$ cat config.mk
export PLATFORM = sky130hd
export DESIGN_NAME = vga_timing
export DESIGN_NICKNAME = d
export VERILOG_FILES = /design/src/rtl/vga_timing.sv
export SDC_FILE = /design/constraint.sdc
export NUM_CORES = 1
export LEC_CHECK = 0
export ABC_AREA = 1
export CAP_MARGIN = 25
export CORE_MARGIN = 2
export CORE_UTILIZATION = 25
export CTS_BUF_LIST = sky130_fd_sc_hd__clkbuf_16
export CTS_CLUSTER_SIZE = 14
export DETAILED_ROUTE_END_ITERATION = 10
export DONT_BUFFER_PORTS = 1
export GPL_TIMING_DRIVEN = 0
export SYNTH_ARGS = -nofsm -noshare
export SYNTH_HDL_FRONTEND = slang
export SYNTH_SLANG_ARGS = --single-unit
$ cat constraint.sdc
create_clock -name clk -period 2.1 [get_ports clk]
set_clock_uncertainty 0.2 [all_clocks]
set_input_delay 0.21 -clock clk [delete_from_list [all_inputs] [get_ports clk]]
set_output_delay 0.21 -clock clk [all_outputs]
set_load 0.05 [all_outputs]
$ cat src/rtl/vga_timing.sv
// VGA raster timing generator: scans an h/v counter pair over the full frame
// and emits registered sync, display-enable, coordinates and frame strobe.
module vga_timing #(
  parameter int H_ACTIVE = 640,
  parameter int H_FP     = 16,
  parameter int H_SYNC   = 96,
  parameter int H_BP     = 48,
  parameter int V_ACTIVE = 480,
  parameter int V_FP     = 10,
  parameter int V_SYNC   = 2,
  parameter int V_BP     = 33
) (
  input  logic       clk,
  input  logic       rst,
  input  logic       en,
  output logic       hsync,
  output logic       vsync,
  output logic       de,
  output logic [9:0] x,
  output logic [9:0] y,
  output logic       frame_start
);

  localparam int H_TOTAL = H_ACTIVE + H_FP + H_SYNC + H_BP;
  localparam int V_TOTAL = V_ACTIVE + V_FP + V_SYNC + V_BP;

  localparam logic [9:0] H_LAST = 10'(H_TOTAL - 1);
  localparam logic [9:0] V_LAST = 10'(V_TOTAL - 1);
  localparam logic [9:0] H_ACT  = 10'(H_ACTIVE);
  localparam logic [9:0] V_ACT  = 10'(V_ACTIVE);
  localparam logic [9:0] HS_BEG = 10'(H_ACTIVE + H_FP);
  localparam logic [9:0] HS_END = 10'(H_ACTIVE + H_FP + H_SYNC);
  localparam logic [9:0] VS_BEG = 10'(V_ACTIVE + V_FP);
  localparam logic [9:0] VS_END = 10'(V_ACTIVE + V_FP + V_SYNC);

  logic [9:0] h_cnt;
  logic [9:0] v_cnt;
  logic [9:0] h_nxt;
  logic [9:0] v_nxt;
  logic       de_d;
  logic       hs_d;
  logic       vs_d;
  logic       fs_d;

  always_comb begin
    h_nxt = h_cnt + 10'd1;
    v_nxt = v_cnt;
    if (h_cnt == H_LAST) begin
      h_nxt = '0;
      v_nxt = (v_cnt == V_LAST) ? '0 : v_cnt + 10'd1;
    end
  end

  // Decode is taken from the pre-edge counters, giving one clock of latency.
  always_comb begin
    de_d = (h_cnt < H_ACT) && (v_cnt < V_ACT);
    hs_d = !((h_cnt >= HS_BEG) && (h_cnt < HS_END));
    vs_d = !((v_cnt >= VS_BEG) && (v_cnt < VS_END));
    fs_d = (h_cnt == '0) && (v_cnt == '0);
  end

  always_ff @(posedge clk or negedge rst) begin
    if (!rst) begin
      h_cnt       <= '0;
      v_cnt       <= '0;
      hsync       <= 1'b1;
      vsync       <= 1'b1;
      de          <= 1'b0;
      x           <= '0;
      y           <= '0;
      frame_start <= 1'b0;
    end else if (en) begin
      h_cnt       <= h_nxt;
      v_cnt       <= v_nxt;
      hsync       <= hs_d;
      vsync       <= vs_d;
      de          <= de_d;
      x           <= h_cnt;
      y           <= v_cnt;
      frame_start <= fs_d;
    end
  end

endmodule

==> impl_metrics.env <==
export IMPL_synth_top_area_share_pct=49.0
export IMPL_syn_area_um2=2140
export IMPL_die_w_um=96.6
export IMPL_drt_pass1_iter_count=4
export IMPL_worst_hold_slack_ns=0.0270
export IMPL_yosysMostFrequentCell="nand2_1"
export IMPL_rsz0062_at_grt="false"
export IMPL_power_switching_mw=1.11
export IMPL_via_per_inst=4.55
export IMPL_tightest_slew_ns=0.494
export IMPL_synth_edf_count=0
export IMPL_boundaryPins=27
export IMPL_rr_worst_depth=7
export IMPL_worst_setup_path_start_kind="register"
export IMPL_rr_startpoint="h_cnt[1]$_DFFE_PN0P_"
export IMPL_first_global_vias=1580
export IMPL_pwr_share_seq_pct=54.6
export IMPL_initial_utilization_pct=26.0
export IMPL_cts_buffer_depth=2
export IMPL_final_util_pct=29.8
export IMPL_design_area_um2=2460
export IMPL_ys_warn_count=0
export IMPL_finalCritPeriodShare_pct=88.6
export IMPL_synth_top_area_cell="dfrtp_1"
export IMPL_hold_depth=3
export IMPL_switching_share_pct=40.8
export IMPL_numCtsBuffers=5
export IMPL_setup_worst_path_end_class="register"
export IMPL_fin_nets=277
export IMPL_num_vias=1712
export IMPL_area_growth_pct=14.8
export IMPL_leakagePower_nw=1.14
export IMPL_clk_pin_slew_ns=0.06
export IMPL_dieHeight_um=96.6
export IMPL_postSynthCellCount=260
export IMPL_grt_pass1_wl_um=8050
export IMPL_hold_path_startpoint="en"
export IMPL_h_tree_depth=2
export IMPL_synth_top_cells_by_count="nand2_1 (66), dfrtp_1 (42), nor2_1 (29)"
export IMPL_path_class="reg2reg"
export IMPL_cp_max_fo=4
export IMPL_p_clk_share_pct=27.4
export IMPL_n_antenna_cell=0
export IMPL_ant_nets=0
export IMPL_gp_congestion=0.818
export IMPL_hold_viol=0
export IMPL_worstHoldEndpoint="h_cnt[4]$_DFFE_PN0P_"
export IMPL_dpl_cell_area_um2=2270
export IMPL_drv_slew=0
export IMPL_required_ns=2.07
export IMPL_rows=33
export IMPL_port_buffers=0
export IMPL_fin_setup_tns_ns=0
export IMPL_arrival_ns=1.84
export IMPL_synth_area_top_cells="dfrtp_1 (49%), nand2_1 (12%), o21ai_0 (6.3%), nor2_1 (5.1%), inv_1 (4.9%)"
export IMPL_core_um2=8260
export IMPL_synthFlopType="dfrtp_1"
export IMPL_grt_usage_pct=11.5
export IMPL_initialDrtViolationCount=107
export IMPL_grt_ovfl_total=0
export IMPL_synth_seq_area_share_pct=51.5
export IMPL_cellPowerDensity_nw_per_um2=1100
export IMPL_synth_area_per_cell_um2=8.24
export IMPL_finalCriticalPeriod_ns=1.86
export IMPL_clock_insertion_delay_worst_skew_ns=0.29
export IMPL_antenna_found_initial=0
export IMPL_p_comb_share_pct=18.0
export IMPL_status="finished, final reports clean"
export IMPL_cts_resized=0
export IMPL_yosysUniqueCellTypes=29
export IMPL_slew_headroom_pct=67.1
export IMPL_drc=0
export IMPL_grt_max_degree=45
export IMPL_total_power_mw=2.71
export IMPL_setup_viol=0
export IMPL_cts_root_buffer="clkbuf_16"
export IMPL_cts_tree="done"
export IMPL_r2r_end="v_cnt[6]$_DFFE_PN0P_"
export IMPL_clock_sinks=44
export IMPL_r2r_slack_ns=0.24
export IMPL_hpwlAfterDp_um=3600
export IMPL_drt_wl_total_um=4980
export IMPL_cellInternalPower_mw=1.61
export IMPL_drive_gt1_share_pct=10.3
export IMPL_max_freq_mhz=537
export IMPL_worstSetupStartpoint="h_cnt[1]$_DFFE_PN0P_"
export IMPL_ys_ff_latch=44
export IMPL_avgRoutedWirePerCell_um=13.2
export IMPL_async_flop_share_pct=100
export IMPL_die_area_um2=9330
export IMPL_drv_cap=0
export IMPL_synthesis_nets=267
export IMPL_hold_class="in2reg"
export IMPL_vdd_ir_drop_max_uv=340
==> stage by stage <==
| stage | cells | setup slack, ns |
|---|---|---|
| floorplan | 260 | 0.555 |
| global placement | 365 | 0.300 |
| detailed placement | 365 | 0.231 |
| CTS | 376 | 0.223 |
| global route | 376 | 0.115 |
| finish | 376 | 0.238 |
==> layer usage <==
metal,vias up,global-route usage (%),share of wire (%)
met5,-,0,0
met4,0,4.93,2.0
met3,6,4.11,6.6
met2,28,18.6,48
met1,822,14.0,44
li1,856,-,-
==> worst max-delay path, stage by stage (launching register included) <==
cell     delay (ns)
dfrtp_1        0.39
ha_1           0.19
nand2_1        0.10
nor2_4         0.14
nand2_1        0.14
nor2_1         0.32
nand2_1        0.11
xor2_1         0.15
==> registers in the layout (all words and copies together) (netlist names) <==
register and count:
vsync 1, h_cnt 10, de 1, v_cnt 10, y 10, frame_start 1, hsync 1, x 10
==> power groups by stage <==
stage                     Clock [mW]  Sequential, mW  Combinational [mW]
after floorplan                    0            1.46               0.370
after detailed placement           0            1.50               0.465
after global routing           0.790            1.51               0.574
final                          0.743            1.48               0.488
after CTS                      0.765            1.49               0.494
after global placement             0            1.49               0.452
==> final cells by class <==
type,count,area [um^2]
sequential,44,1100
timing repair buffer,3,47.5
clock buffer,5,125
buffer,7,33.8
fill,885,5800
inverter,31,119
clock inverter,3,12.5
multi-input combinational,178,887
tap,105,131
==> cell families (layout without fill, tap and decap cells) <==
| logic type | Yosys count | in the layout | share of synthesized area [%] |
|---|---|---|---|
| fa+ha+maj | 4 | 4 | 2.34 |
| compound gates | 35 | 35 | 9.28 |
| flops | 44 | 44 | 51.5 |
| buf+inv | 38 | 49 | 7.12 |
| simple gates | 137 | 137 | 29.0 |
| xor+xnor | 2 | 2 | 0.817 |
==> worst max-delay path by stage <==
| stage | slack (ns) | to | cells past startpoint |
|---|---|---|---|
| after floorplan | 0.56 | v_cnt[6]$_DFFE_PN0P_ | 7 |
| after global placement | 0.30 | v_cnt[6]$_DFFE_PN0P_ | 7 |
| after detailed placement | 0.23 | v_cnt[6]$_DFFE_PN0P_ | 7 |
| after CTS | 0.22 | v_cnt[6]$_DFFE_PN0P_ | 7 |
| after global routing | 0.11 | v_cnt[6]$_DFFE_PN0P_ | 7 |
| final | 0.24 | v_cnt[6]$_DFFE_PN0P_ | 7 |
==> repair_timing <==
item / 4_1_cts / 5_1_grt
buffers inserted: 0 / 0
hold endpoints to repair: 45 / 0
hold buffers: 3 / 0
==> cell usage in the layout (no fill, tap or decap), types with 4 or more instances in the layout <==
master     netlist  final
nand2_1         66     66
dfrtp_1         42     42
inv_1           28     30
nor2_1          29     29
o21ai_0         27     27
nand3_1         15     15
nand4_1          9      9
nor3_1           8      8
clkbuf_16        0      5
nor2_2           4      4
ha_1             4      4
Power figures use the tool's default switching activity.
